==> config.mk <==
export PLATFORM = sky130hd
export DESIGN_NAME = uart_tx
export DESIGN_NICKNAME = d
export VERILOG_FILES = /design/src/rtl/uart_pkg.sv /design/src/rtl/uart_tx_fifo.sv /design/src/rtl/uart_tx.sv
export SDC_FILE = /design/constraint.sdc
export NUM_CORES = 1
export LEC_CHECK = 0
export BUFFER_PORTS_ARGS = -buffer_cell sky130_fd_sc_hd__buf_2
export CAP_MARGIN = 20
export CORE_MARGIN = 3
export CORE_UTILIZATION = 60
export CTS_BUF_LIST = sky130_fd_sc_hd__clkbuf_16
export DETAILED_ROUTE_END_ITERATION = 12
export GPL_TIMING_DRIVEN = 0
export PLACE_DENSITY_LB_ADDON = 0.2
export RECOVER_POWER = 50
export SLEW_MARGIN = 0
export SYNTH_ARGS = -nofsm -noshare
export SYNTH_HDL_FRONTEND = slang
export SYNTH_SLANG_ARGS = --single-unit
==> constraint.sdc <==
create_clock -name clk -period 6.48 [get_ports clk]
set_input_delay 0.324 -clock clk [delete_from_list [all_inputs] [get_ports clk]]
set_output_delay 0.324 -clock clk [all_outputs]
set_load 0.01 [all_outputs]
==> src/rtl/uart_pkg.sv <==
// rtl/uart_pkg.sv - shared types and constants for the UART transmitter
package uart_pkg;

    typedef enum logic [1:0] {
        IDLE,
        START,
        DATA,
        STOP
    } tx_state_t;

    localparam int DATA_BITS = 8;

    localparam int STATUS_BUSY  = 0;
    localparam int STATUS_FULL  = 1;
    localparam int STATUS_EMPTY = 2;
    localparam int STATUS_OVF   = 3;

endpackage

==> src/rtl/uart_tx_fifo.sv <==
// rtl/uart_tx_fifo.sv - synchronous transmit FIFO, power-of-two depth
module uart_tx_fifo #(
    parameter int DEPTH = 4,
    parameter int WIDTH = 8
) (
    input  logic                       clk,
    input  logic                       resetn,
    input  logic                       push,
    input  logic                       pop,
    input  logic [WIDTH-1:0]           din,
    output logic [WIDTH-1:0]           dout,
    output logic                       full,
    output logic                       empty,
    output logic [$clog2(DEPTH):0]     count
);

    localparam int AW = $clog2(DEPTH);

    logic [WIDTH-1:0] mem [DEPTH];
    logic [AW-1:0]    wr_ptr;
    logic [AW-1:0]    rd_ptr;
    logic             do_push;
    logic             do_pop;

    assign full  = (count == (AW+1)'(DEPTH));
    assign empty = (count == '0);
    assign dout  = mem[rd_ptr];

    // A pop in the same cycle frees a slot, so a push into a full FIFO is still legal.
    assign do_pop  = pop && !empty;
    assign do_push = push && (!full || do_pop);

    always_ff @(posedge clk or negedge resetn) begin
        if (!resetn) begin
            wr_ptr <= '0;
            rd_ptr <= '0;
            count  <= '0;
        end else begin
            if (do_push) wr_ptr <= wr_ptr + 1'b1;
            if (do_pop)  rd_ptr <= rd_ptr + 1'b1;
            case ({do_push, do_pop})
                2'b10:   count <= count + 1'b1;
                2'b01:   count <= count - 1'b1;
                default: count <= count;
            endcase
        end
    end

    always_ff @(posedge clk) begin
        if (do_push) mem[wr_ptr] <= din;
    end

endmodule

==> src/rtl/uart_tx.sv <==
// rtl/uart_tx.sv - memory-mapped 8N1 UART transmitter with status word
module uart_tx
    import uart_pkg::*;
#(
    parameter int CLKS_PER_BIT = 16,
    parameter int FIFO_DEPTH   = 4
) (
    input  logic        clk,
    input  logic        resetn,
    input  logic        io_wr,
    input  logic [7:0]  io_wdata,
    input  logic        io_rd,
    output logic [31:0] io_rdata,
    output logic        txd
);

    localparam int CW = $clog2(CLKS_PER_BIT);
    localparam int BW = $clog2(DATA_BITS);
    localparam logic [CW-1:0] BAUD_LAST = CW'(CLKS_PER_BIT - 1);
    localparam logic [BW-1:0] BIT_LAST  = BW'(DATA_BITS - 1);

    tx_state_t                   state;
    logic [CW-1:0]               baud;
    logic [BW-1:0]               bit_idx;
    logic [DATA_BITS-1:0]        shift;
    logic                        overflow;
    logic                        fifo_full;
    logic                        fifo_empty;
    logic [DATA_BITS-1:0]        fifo_dout;
    logic [$clog2(FIFO_DEPTH):0] fifo_count;
    logic                        baud_wrap;
    logic                        pop;
    logic                        busy;

    assign baud_wrap = (baud == BAUD_LAST);
    assign pop  = !fifo_empty && ((state == IDLE) || (state == STOP && baud_wrap));
    assign busy = (state != IDLE) || (fifo_count != '0);

    uart_tx_fifo #(
        .DEPTH (FIFO_DEPTH),
        .WIDTH (DATA_BITS)
    ) u_fifo (
        .clk    (clk),
        .resetn (resetn),
        .push   (io_wr),
        .pop    (pop),
        .din    (io_wdata),
        .dout   (fifo_dout),
        .full   (fifo_full),
        .empty  (fifo_empty),
        .count  (fifo_count)
    );

    always_comb begin
        io_rdata               = '0;
        io_rdata[STATUS_BUSY]  = busy;
        io_rdata[STATUS_FULL]  = fifo_full;
        io_rdata[STATUS_EMPTY] = fifo_empty;
        io_rdata[STATUS_OVF]   = overflow;
    end

    always_ff @(posedge clk or negedge resetn) begin
        if (!resetn) begin
            state    <= IDLE;
            baud     <= '0;
            bit_idx  <= '0;
            shift    <= '0;
            txd      <= 1'b1;
            overflow <= 1'b0;
        end else begin
            // A dropped write in the same cycle as a status read keeps the flag set.
            if (io_wr && fifo_full && !pop)
                overflow <= 1'b1;
            else if (io_rd)
                overflow <= 1'b0;

            if (state == IDLE)
                baud <= '0;
            else
                baud <= baud_wrap ? '0 : baud + 1'b1;

            case (state)
                IDLE: begin
                    if (!fifo_empty) begin
                        shift <= fifo_dout;
                        txd   <= 1'b0;
                        state <= START;
                    end
                end
                START: begin
                    if (baud_wrap) begin
                        txd     <= shift[0];
                        bit_idx <= '0;
                        state   <= DATA;
                    end
                end
                DATA: begin
                    if (baud_wrap) begin
                        if (bit_idx == BIT_LAST) begin
                            txd   <= 1'b1;
                            state <= STOP;
                        end else begin
                            txd     <= shift[1];
                            shift   <= shift >> 1;
                            bit_idx <= bit_idx + 1'b1;
                        end
                    end
                end
                STOP: begin
                    // Chain straight into the next start bit when more data is queued.
                    if (baud_wrap) begin
                        if (!fifo_empty) begin
                            shift <= fifo_dout;
                            txd   <= 1'b0;
                            state <= START;
                        end else begin
                            state <= IDLE;
                        end
                    end
                end
                default: state <= IDLE;
            endcase
        end
    end

endmodule

# Word level (Yosys, flattened, before mapping)
# Memories as Yosys holds them, arrays and structs flattened.
# Cells that the tools add are included.
[totals]
ff_bits = 26
ram_bits = 32
in_bits = 12
elab_cells = 83
n_memories = 1
[mem_list]
columns = ["name", "depth", "width", "rd", "rd_clocked_by_memory_dff", "wr", "line_no", "text"]
rows = [
  ["u_fifo.mem", 4, 8, 1, 0, 1, "uart_tx_fifo.sv:19", "logic [WIDTH-1:0] mem [DEPTH];"],
]
[classes]
addsub = 6
eq_ne = 14
mux = 29
reduce_logical = 24
[op_table]
columns = ["cell", "n"]
rows = [
  ["8-bit 2-to-1 mux", 4],
  ["8-bit one-hot mux with 3 select lines", 1],
  ["2-bit != test (second input constant)", 6],
  ["3-bit one-hot mux with 2 select lines", 2],
  ["1-bit 2-to-1 mux", 10],
  ["2-bit 2-to-1 mux", 5],
  ["3-bit 2-to-1 mux", 3],
  ["4-bit 2-to-1 mux", 2],
  ["2-bit one-hot mux with 4 select lines", 1],
  ["4-bit AND reduction", 2],
  ["2-bit nonzero test", 4],
  ["3-bit by 1-bit adder with 3-bit output (second input constant)", 2],
  ["2-bit == test (second input constant)", 3],
  ["3-bit == test (second input constant)", 2],
  ["1-bit logical AND", 6],
  ["3-bit nonzero test", 2],
  ["5-bit AND reduction", 1],
  ["2-bit by 1-bit adder with 2-bit output (second input constant)", 2],
  ["4-bit by 1-bit adder with 4-bit output (second input constant)", 1],
  ["2-bit by 1-bit == test with 1-bit output (second input constant)", 2],
  ["4-bit == test (second input constant)", 1],
  ["1-bit one-hot mux with 4 select lines", 1],
  ["1-bit zero test", 3],
  ["3-bit zero test", 1],
  ["other kinds (4)", 6],
]

# Depth between registers and ports, before layout
# Gate-level depths: netlist of the first run.
[depth]
depth_word = 9
ltp_mapped = 11
ltp_nobuf = 11

# Cells and area by module
# A second synthesis of the first run with hierarchy kept.
[unflattened]
cells_unflattened = 212
area_unflattened_um2 = 2935.3
[modules_own_cells]
columns = ["module", "instances", "cells_each", "area_each_um2", "seq_area_each_um2"]
rows = [
  ["uart_tx_fifo", 1, 80, 1587.8, 1136.1],
  ["uart_tx", 1, 132, 1347.5, 476.7],
]

# Worst setup path after synthesis of the first run
# No wires, ideal clock.
[synth_path]
path_kind = "reg2reg"
from = "register state[0]"
to = "register u_fifo.count[1]"
setup_ps = 125
arrival_ps = 2147
required_ps = 6355
slack_ps = 4208
path_stages_with_launch = 10
path_buffers = 0
cell_sequence = "dfrtp_1 -> inv_1 -> ha_1 -> a41oi_1 -> nand2_1 -> and2_4 -> inv_1 -> ha_1 -> fa_1 -> mux2_2"
[synth_via]
elab_chain_len = 9
elab_cells_between_ends = 12
[synth_lines]
columns = ["element", "line_no", "text"]
rows = [
  ["start, declared", "uart_tx.sv:22", "tx_state_t state;"],
  ["start signal, assigned", "uart_tx.sv:64", "state <= IDLE;"],
  ["start signal, assigned", "uart_tx.sv:87", "state <= START;"],
  ["start signal, assigned", "uart_tx.sv:94", "state <= DATA;"],
  ["2-bit == test", "uart_tx.sv:36", "assign pop = !fifo_empty && ((state == IDLE) || (state == STOP && baud_wrap));"],
  ["1-bit logical AND", "uart_tx.sv:36", ""],
  ["1-bit logical OR *", "uart_tx.sv:36", ""],
  ["1-bit logical AND *", "uart_tx.sv:36", ""],
  ["1-bit logical AND *", "uart_tx_fifo.sv:30", "assign do_pop = pop && !empty;"],
  ["1-bit logical OR", "uart_tx_fifo.sv:31", "assign do_push = push && (!full || do_pop);"],
  ["1-bit logical AND", "uart_tx_fifo.sv:31", ""],
  ["2-bit by 1-bit == test with 1-bit output or 2-bit == test (tied branches)", "uart_tx_fifo.sv:41", "case ({do_push, do_pop})"],
  ["3-bit one-hot mux with 2 select lines or 2-bit nonzero test (tied branches)", "-", ""],
  ["end signal, assigned", "uart_tx_fifo.sv:42", "2'b10: count <= count + 1'b1;"],
  ["end signal, assigned", "uart_tx_fifo.sv:43", "2'b01: count <= count - 1'b1;"],
  ["end signal, assigned", "uart_tx_fifo.sv:44", "default: count <= count;"],
  ["end, declared", "uart_tx_fifo.sv:14", "output logic [$clog2(DEPTH):0] count"],
]
# Mark *: on every way between the ends. The rest lies on a longest branch, timed or not.
# A chain may end at the register's enable or synchronous reset.

# Worst setup path after layout of the first run
[layout_path]
from = "register state[1]"
to = "register u_fifo.count[1]"
# The elaborated chain is that of the path after synthesis.

==> flow_summary_export.csv, run 1 <==
group,metric,value,unit
clock_network,cts_buffers,9,
yosys,netlist_instances,211,
clock_network,cts_tree,"built",
yosys,synth_enable_flop_cells,32,
power_and_ir_drop,p_total,0.00164,W
setup_path,crit_path_start_kind,"flop",
global_route,grt_pass1_vias,1622,
setup_path,endpoint_kind,"flop",
drt,viasPerCell,5.22,
yosys,netlist.area_leader.share,0.336,
global_route,grt_max_degree,27,
sta,slew_viol_final,0,
finish,synthToLayoutAreaGrowth,18.5,%
sta,worstMarginPinSlew,1.39,ns
setup_path,reg2reg_from,"state[1]$_DFFE_PN0P_",
yosys,synthTopCellsByCount,"32 x buf_4, 32 x edfxtp_1, 25 x dfrtp_1, 14 x ha_1, 12 x a21oi_1",
clock_network,clkTransAtPathRegs,0.05,ns
yosys,yosysSeqAreaShare,0.563,
min_path,hold_path.startpoint,"io_rd",
floorplanning,fp-row-count,24,
sta,hold_viol,0,
setup_path,crit_slowest_cell,"fa_1",
setup_path,cp.required,6.69,ns
global_route,grt-ovfl-total,0,
yosys,ys_warn_count,0,
yosys,avgSynthCellArea,13.6,µm²
min_path,min_to,"overflow$_DFFE_PN0P_",
clock_network,cts.htree.levels,3,
floorplanning,ios,45,
yosys,async_flop_share,0.448,
power_and_ir_drop,peakVddDrop,305,µV
yosys,synth-seq-cells,58,
finish,n_antenna_cell,0,
sta,fin_setup_tns,0,ns
floorplanning,fp.dieW,75.1,µm
setup_path,crit_family,"adder cells",
global_route,grt_usage,0.196,
run,maxCapViolCount,0,
setup_path,crit_arrival,2.82,ns
setup_path,ff2ff_path_depth,9,
finish,nets,292,
yosys,synth.distinct_cells,42,
outcome,status,"finished clean",
finish,regArea,1610,µm²
sta,slew_headroom,0.0760,
setup_path,path_buf_inv,2,
finish,multiInputGateArea,1040,µm²
drt,wl_per_cell,14.8,µm
clock_network,clock-sinks,58,
yosys,yosys_most_used_dff,"edfxtp_1",
sta,period_minus_slack,2.60,ns
place,gp_congestion,0.721,
setup_path,worstReg2RegEnd,"u_fifo.count[1]$_DFFE_PN0P_",
place,io_buffers,16,
place,dpl.hpwl,3.15,mm
yosys,synth_area,2860,µm²
power_and_ir_drop,p_per_area,483,nW/µm²
clock_network,postCtsSetupBuffers,0,
sta,setup_viol,0,
sta,min_period_over_period,0.402,
clock_network,hold_buffers,0,
setup_path,cp_slowest_stage_delay,0.43,ns
drt,final_antenna_net_count,0,
finish,fill_cells,280,
floorplanning,dieArea,5640,µm²
power_and_ir_drop,power.leakage,1.50,nW
clock_network,clk_latency,0.33,ns
setup_path,critical_path.max_fanout,6,
drt,first_iter_violations,125,
drt,drc,0,
sta,fmaxAchievable,384,MHz
drt,vias,1681,
drt,dr.pass1.iters,4,
clock_network,cts_resized,0,
finish,final_layout_size_suffix_gt1_frac,0.285,
sta,fin_skew,0.00714,ns
min_path,hp-class,"input port to flop",
clock_network,clockBufferDepth,2,
global_route,grt_pass1_wl,7.77,mm
setup_path,crit_type,"flop to flop",
floorplanning,die_y,75.1,µm
setup_path,crit_chain,"inv_1 -> ha_1 -> a41oi_1 -> nand2_1 -> and2_4 -> inv_1 -> ha_1 -> fa_1 -> mux2_2",
setup_path,reg2reg_slack,3.88,ns
drt,wirelength,4.77,mm
min_path,min_path_cells,2,
sta,grt_setup_unrepaired,"false",
global_route,grt_antenna_before_repair,0,
yosys,synth_area_leaders,"edfxtp_1 34%, dfrtp_1 22%, buf_4 8.4%, mux4_2 6.3%, ha_1 6.1%",
floorplanning,start_util,0.640,
clock_network,cts_root_buf,"clkbuf_16",
floorplanning,coreArea,4470,µm²
yosys,synth_area_leader_cell,"edfxtp_1",
## logic make-up (layout without fill, tap and decap cells)
family,count (synthesis),count (layout),synth area share
other,1,28,0.00131
AO/OA/AOI/OAI,28,28,0.0633
flip-flops,58,58,0.563
adder cells (fa/ha/maj),15,15,0.0682
XOR/XNOR,7,7,0.0214
multiplexers,19,19,0.106
AND/OR/NAND/NOR,36,36,0.0673
buffers and inverters,47,79,0.110
## layout by cell type (no fill, tap or decap), drive strengths merged, types with 2 or more instances in the layout
master    synthesis  routed
clkinvlp          0       3
a22o              4       4
clkbuf            2      20
mux2              4       4
nand2             6       6
mux4              8       8
edfxtp           32      32
xnor2             5       5
and3              5       5
ha               14      14
nor3              2       2
xor2              2       2
mux2i             7       7
conb              1      28
clkinv            0       3
o21ai             7       7
dfrtp            25      25
buf              36      43
inv               9       9
nor2             11      11
a21oi            12      12
## final cells by class
cell class / instances / area share
tap: 52 / 0.0192
timing repair buffer: 16 / 0.0203
multi-input combinational: 133 / 0.306
sequential: 58 / 0.475
clock inverter: 7 / 0.0206
inverter: 9 / 0.00995
clock buffer: 9 / 0.0663
buffer: 38 / 0.0826
## how the worst max path moves through the flow
stage | start | end | cells after the start
floorplan | state[0]$_DFFE_PN0P_ | u_fifo.count[1]$_DFFE_PN0P_ | 9
global placement | state[1]$_DFFE_PN0P_ | u_fifo.count[1]$_DFFE_PN0P_ | 9
detailed placement | state[0]$_DFFE_PN0P_ | u_fifo.count[1]$_DFFE_PN0P_ | 9
CTS | state[1]$_DFFE_PN0P_ | u_fifo.count[1]$_DFFE_PN0P_ | 9
global route | state[0]$_DFFE_PN0P_ | u_fifo.count[2]$_DFFE_PN0P_ | 11
finish | state[1]$_DFFE_PN0P_ | u_fifo.count[1]$_DFFE_PN0P_ | 9
## per-layer routing
layer / wire, µm / GRT usage
met1: 1960 / 0.242
met4: 131 / 0.119
met5: 0 / 0
met3: 249 / 0.0427
met2: 2430 / 0.316
## registers in the layout, summed over array words and instances (netlist names)
register	flops
u_fifo.wr_ptr	2
bit_idx	3
txd	1
u_fifo.rd_ptr	2
baud	4
overflow	1
state	2
u_fifo.count	3
shift	8
u_fifo.mem	32
## worst register-to-register path, cell delays in order, from the launching register on
cell     delay (ns)
dfrtp_1        0.42
inv_1          0.12
ha_1           0.26
a41oi_1        0.33
nand2_1        0.19
and2_4         0.22
inv_1          0.05
ha_1           0.20
fa_1           0.43
mux2_2         0.27
## power breakdown
part / switching (W) / total, W / internal, W
Clock: 0.000169 / 0.000464 / 0.000295
Combinational: 0.000308 / 0.000596 / 0.000288
Sequential: 0.0000672 / 0.000580 / 0.000513
Total: 0.000544 / 0.00164 / 0.00110
## stage by stage
step	instances	worst slack (ns)	hold slack, ns	util	area [µm²]
floorplan	238	4.21	0.0284	-	2970
global placement	306	3.97	0.364	0.695	3110
detailed placement	306	3.91	0.360	0.695	3110
CTS	322	3.88	0.00632	0.761	3410
global route	322	3.71	0.192	0.759	3390
finish	322	3.88	0.191	0.759	3390
(Power assumes the default switching activity.)
==> run 2, diff against run 1 <==
Settings changed: CORE_UTILIZATION 60 to 51.
Clock period 6.48 ns to 2.3 ns, I/O delays scaled along.
==> flow_summary_export.csv, run 2 (same netlist as run 1, synthesis figures left out) <==
group,metric,value,unit
clock_network,clkTransAtPathRegs,0.05,ns
global_route,grt-ovfl-total,0,
floorplanning,fp.dieW,80.9,µm
global_route,grt_usage,0.165,
power_and_ir_drop,p_seq_frac,0.345,
setup_path,crit_arrival,2.43,ns
clock_network,clock-sinks,58,
drt,dr.pass1.iters,4,
finish,layout_commonest_cell,"buf_4",
sta,worstMarginPinSlew,1.43,ns
sta,setup_viol,0,
floorplanning,start_util,0.543,
power_and_ir_drop,p_int,0.00321,W
setup_path,cp.required,2.50,ns
setup_path,crit_chain,"inv_2 -> ha_4 -> a41oi_4 -> nand2_2 -> and2_4 -> inv_1 -> ha_4 -> fa_1 -> mux2_2",
min_path,hp-class,"input port to flop",
clock_network,clockBufferDepth,2,
drt,viasPerCell,4.72,
floorplanning,fp-row-count,26,
global_route,grt_max_degree,27,
finish,regArea,1610,µm²
finish,largest_register_ffs,32,
clock_network,cts_root_buf,"clkbuf_16",
drt,first_iter_violations,73,
sta,period_minus_slack,2.22,ns
sta,fin_setup_tns,0,ns
sta,fin_skew,0.00441,ns
finish,final_cell_mix,"39 x buf_4, 32 x edfxtp_1, 28 x conb_1, 24 x dfrtp_1, 12 x a21oi_1",
sta,setup_ws,0.0781,ns
floorplanning,dieArea,6550,µm²
finish,synthToLayoutAreaGrowth,24.4,%
place,gp_congestion,0.731,
floorplanning,ios,45,
outcome,status,"finished clean",
place,dpl.hpwl,3.08,mm
setup_path,crit_path_start_kind,"flop",
finish,fill_cells,407,
power_and_ir_drop,power.leakage,1.56,nW
place,place_ws,-0.303,ns
clock_network,cts_tree,"built",
finish,multiInputGateArea,1100,µm²
drt,final_antenna_net_count,0,
floorplanning,coreArea,5270,µm²
place,io_buffers,16,
setup_path,cp_slowest_stage_delay,0.42,ns
run,maxCapViolCount,0,
finish,reg.largest.list,"u_fifo.mem: 32 flops, shift: 8 flops, baud: 4 flops",
drt,vias,1657,
floorplanning,die_y,80.9,µm
finish,n_antenna_cell,0,
clock_network,cts.htree.levels,3,
sta,slew_viol_final,0,
finish,nets,303,
setup_path,crit_type,"flop to flop",
drt,drc,0,
setup_path,crit_slowest_cell,"dfrtp_2",
drt,wl_per_cell,13.6,µm
sta,min_period_over_period,0.966,
power_and_ir_drop,p_sw_frac,0.323,
setup_path,cpMostUsedCell,"ha_4",
finish,regMostFlops,"u_fifo.mem",
global_route,grt_pass1_vias,1651,
sta,slew_headroom,0.0465,
clock_network,clk_latency,0.32,ns
setup_path,endpoint_kind,"flop",
power_and_ir_drop,p_switching,0.00153,W
finish,final_layout_size_suffix_gt1_frac,0.335,
drt,wirelength,4.78,mm
global_route,grt_antenna_before_repair,0,
clock_network,cts_buffers,9,
sta,hold_viol,0,
global_route,grt_pass1_wl,7.78,mm
power_and_ir_drop,p_per_area,1330,nW/µm²
power_and_ir_drop,pwr-share-clk,0.264,
power_and_ir_drop,peakVddDrop,1020,µV
sta,fmaxAchievable,450,MHz
setup_path,critical_path.max_fanout,5,
power_and_ir_drop,combinationalPowerShare,0.391,
==> run 2: changes by cell type in the layout (fill, tap and decap cells not counted), moves of 2 or more <==
cell	before	now
ha_4	0	2
ha_2	0	2
ha_1	14	10
buf_4	32	39
dlygate4sd3_1	0	4
inv_2	0	2
==> run 2: final cells by class <==
type                    count  area share
flip-flops and latches     58       0.453
clock inverters             7      0.0176
clock buffers               9      0.0632
well taps                  70      0.0246
multi-input cells         133       0.308
plain buffers              38      0.0787
repair buffers             27      0.0453
inverters                   9     0.00948
==> run 2: power groups by stage <==
stage / clock network, W / registers, W / logic [W]
after CTS: 0.00128 / 0.00164 / 0.00177
after global placement: 0 / 0.00163 / 0.00162
after global routing: 0.00134 / 0.00169 / 0.00208
after detailed placement: 0 / 0.00165 / 0.00164
after floorplan: 0 / 0.00160 / 0.00135
final: 0.00125 / 0.00164 / 0.00185
==> run 2: worst paths after layout <==
kind / slack [ns] / depth (start not counted) / start / end
max in group asynchronous: 0.70 / 2 / resetn / state[1]$_DFFE_PN0P_
min in group asynchronous: 0.67 / 2 / resetn / state[1]$_DFFE_PN0P_
worst max-delay path: 0.08 / 9 / state[1]$_DFFE_PN0P_ / u_fifo.count[1]$_DFFE_PN0P_
worst min register to register: 0.50 / 1 / baud[0]$_DFF_PN0_ / baud[0]$_DFF_PN0_
worst max register to register: 0.08 / 9 / state[1]$_DFFE_PN0P_ / u_fifo.count[1]$_DFFE_PN0P_
worst min-delay path: 0.05 / 2 / io_rd / overflow$_DFFE_PN0P_
==> run 2: through the flow <==
| stage | std cells | cell area [µm²] | util | hold slack [ns] | power [W] |
|---|---|---|---|---|---|
| CTS | 346 | 3520 | 0.667 | 0.000530 | 0.00469 |
| floorplan | 238 | 2970 | - | -0.181 | 0.00295 |
| global route | 351 | 3560 | 0.676 | 0.0480 | 0.00511 |
| detailed placement | 324 | 3130 | 0.594 | 0.156 | 0.00329 |
| finish | 351 | 3560 | 0.676 | 0.0480 | 0.00475 |
| global placement | 324 | 3130 | 0.594 | 0.156 | 0.00326 |
==> run 2: layer usage <==
layer	wire (µm)	GRT usage
met5	0	0
met3	251	0.0765
met1	2110	0.196
met4	48	0.0557
met2	2370	0.264
==> run 2: worst max-delay path, delay by kind of cell (launching register included) <==
family          cells  cell delay [ns]
fa+ha+maj           3             0.73
flops               1             0.42
mux                 1             0.27
compound gates      1             0.22
buf+inv             2             0.18
simple gates        2             0.29
==> run 2: repair_timing <==
action / CTS / global route
hold buffers: 4 / 0
pin swaps: 1 / 1
setup buffers: 2 / 5
endpoints found under the hold margin: 37 / 0
gates resized for setup: 8 / 6
setup endpoints to repair: 2 / 2
==> run 3, diff against run 2 <==
Settings changed: CORE_ASPECT_RATIO set to 1.75, PLACE_DENSITY set to 0.76, PLACE_DENSITY_LB_ADDON 0.2 to not set.
==> flow_summary_export.csv, run 3 (same netlist as run 1, synthesis figures left out) <==
group,metric,value,unit
finish,final_layout_size_suffix_gt1_frac,0.324,
place,dpl.hpwl,3.28,mm
power_and_ir_drop,peakVddDrop,900,µV
floorplanning,fp.dieW,62.6,µm
sta,slew_viol_final,0,
clock_network,clk_latency,0.33,ns
drt,drc,0,
sta,hold_viol,0,
global_route,grt_pass1_wl,7.93,mm
setup_path,crit_path_start_kind,"flop",
outcome,status,"finished clean",
sta,setup_viol,0,
setup_path,worstReg2RegEnd,"u_fifo.count[1]$_DFFE_PN0P_",
drt,viasPerCell,4.76,
drt,final_antenna_net_count,0,
global_route,grt_pass1_vias,1692,
finish,regMostFlops,"u_fifo.mem",
power_and_ir_drop,pwr-share-clk,0.287,
place,io_buffers,16,
power_and_ir_drop,p_int,0.00330,W
drt,wirelength,4.75,mm
floorplanning,fp-row-count,35,
sta,fmaxAchievable,450,MHz
floorplanning,dieArea,6590,µm²
setup_path,critical_path.max_fanout,6,
floorplanning,ios,45,
drt,first_iter_violations,51,
finish,synthToLayoutAreaGrowth,25.6,%
global_route,grt_max_degree,27,
finish,largest_register_ffs,32,
clock_network,cts.htree.levels,3,
finish,n_antenna_cell,0,
clock_network,cts_tree,"built",
min_path,min_to,"u_fifo.mem[0][3]$_DFFE_PP_",
min_path,min_path_cells,1,
sta,period_minus_slack,2.22,ns
clock_network,cts_buffers,9,
sta,slew_headroom,0.0279,
sta,fin_skew,0.00530,ns
sta,fin_setup_tns,0,ns
sta,min_period_over_period,0.965,
setup_path,crit_type,"flop to flop",
global_route,grt_antenna_before_repair,0,
setup_path,ff2ff_path_depth,9,
floorplanning,coreArea,5340,µm²
sta,worstMarginPinSlew,1.46,ns
setup_path,endpoint_kind,"flop",
power_and_ir_drop,p_seq_frac,0.341,
floorplanning,die_y,105,µm
drt,vias,1691,
setup_path,reg2reg_from,"state[0]$_DFFE_PN0P_",
finish,utilization,0.674,
power_and_ir_drop,p_switching,0.00154,W
sta,grt_setup_unrepaired,"false",
run,maxCapViolCount,0,
floorplanning,start_util,0.536,
power_and_ir_drop,combinationalPowerShare,0.372,
finish,nets,303,
clock_network,clkTransAtPathRegs,0.05,ns
place,gp_congestion,0.750,
clock_network,clockBufferDepth,2,
setup_path,reg2reg_slack,0.08,ns
min_path,hp-class,"input port to flop",
drt,wl_per_cell,13.4,µm
global_route,grt-ovfl-total,0,
finish,final_cell_mix,"36 x buf_4, 32 x edfxtp_1, 28 x conb_1, 23 x dfrtp_1",
setup_path,cp.required,2.51,ns
power_and_ir_drop,p_sw_frac,0.319,
power_and_ir_drop,p_per_area,1350,nW/µm²
finish,layout_commonest_cell,"buf_4",
finish,reg.largest.list,"u_fifo.mem: 32 flops, shift: 8 flops, baud: 4 flops",
clock_network,cts_root_buf,"clkbuf_16",
setup_path,crit_arrival,2.43,ns
power_and_ir_drop,power.leakage,1.56,nW
global_route,grt_usage,0.161,
drt,dr.pass1.iters,4,
min_path,hold_path.startpoint,"io_wdata[3]",
clock_network,clock-sinks,58,
## run 3: how the worst max path moves through the flow
stage | start | endpoint | slack, ns | cells past startpoint
global route | state[0]$_DFFE_PN0P_ | u_fifo.count[1]$_DFFE_PN0P_ | 0.02 | 9
detailed placement | state[1]$_DFFE_PN0P_ | u_fifo.count[1]$_DFFE_PN0P_ | -0.22 | 9
finish | state[0]$_DFFE_PN0P_ | u_fifo.count[1]$_DFFE_PN0P_ | 0.08 | 9
global placement | state[1]$_DFFE_PN0P_ | u_fifo.count[1]$_DFFE_PN0P_ | -0.17 | 9
floorplan | state[0]$_DFFE_PN0P_ | u_fifo.count[1]$_DFFE_PN0P_ | 0.03 | 9
CTS | state[1]$_DFFE_PN0P_ | u_fifo.count[1]$_DFFE_PN0P_ | 0.01 | 9
## run 3: layout make-up
class                           count  area, µm²
Timing Repair Buffer               27        168
Tap cell                           74       92.6
Inverter                            9       33.8
Clock inverter                      7       93.8
Fill cell                         413       1740
Sequential cell                    58       1620
Multi-Input combinational cell    133       1090
Buffer                             38        280
Clock buffer                        9        225
## run 3: metrics by stage
stage	setup slack [ns]	instances	hold slack (ns)	total power, W	cell area, µm²
floorplan	0.0284	238	-0.181	0.00295	2970
global placement	-0.168	328	0.147	0.00324	3140
detailed placement	-0.217	328	0.158	0.00331	3140
CTS	0.0134	353	0.000294	0.00481	3560
global route	0.0171	355	0.0799	0.00515	3600
finish	0.0802	355	0.0671	0.00484	3600
## run 3: power by group through the flow
| stage | combinational, W | clock [W] | sequential, W |
|---|---|---|---|
| detailed placement | 0.00166 | 0 | 0.00165 |
| floorplan | 0.00135 | 0 | 0.00160 |
| finish | 0.00180 | 0.00139 | 0.00165 |
| global route | 0.00200 | 0.00146 | 0.00169 |
| global placement | 0.00162 | 0 | 0.00163 |
| CTS | 0.00176 | 0.00142 | 0.00164 |
## run 3: metal layers
| metal | vias to the layer above | wire (µm) | GRT usage |
|---|---|---|---|
| li1 | 830 | - | - |
| met1 | 808 | 1800 | 0.168 |
| met2 | 42 | 2600 | 0.279 |
| met3 | 11 | 229 | 0.0538 |
| met4 | 0 | 126 | 0.0900 |
| met5 | - | 0 | 0 |
## run 3: critical path, stage by stage, from the launching register on
cell,delay (ns)
dfrtp_2,0.42
inv_2,0.09
ha_4,0.19
a41oi_4,0.21
nand2_2,0.08
and2_4,0.19
inv_1,0.06
ha_2,0.19
fa_1,0.41
mux2_2,0.26
## run 3: timing repair
item,4_1_cts,5_1_grt
setup buffers,2,2
endpoints found under the setup margin,2,2
hold endpoints to repair,46,0
resized for setup,5,8
hold buffers,7,0
gates cloned,0,0
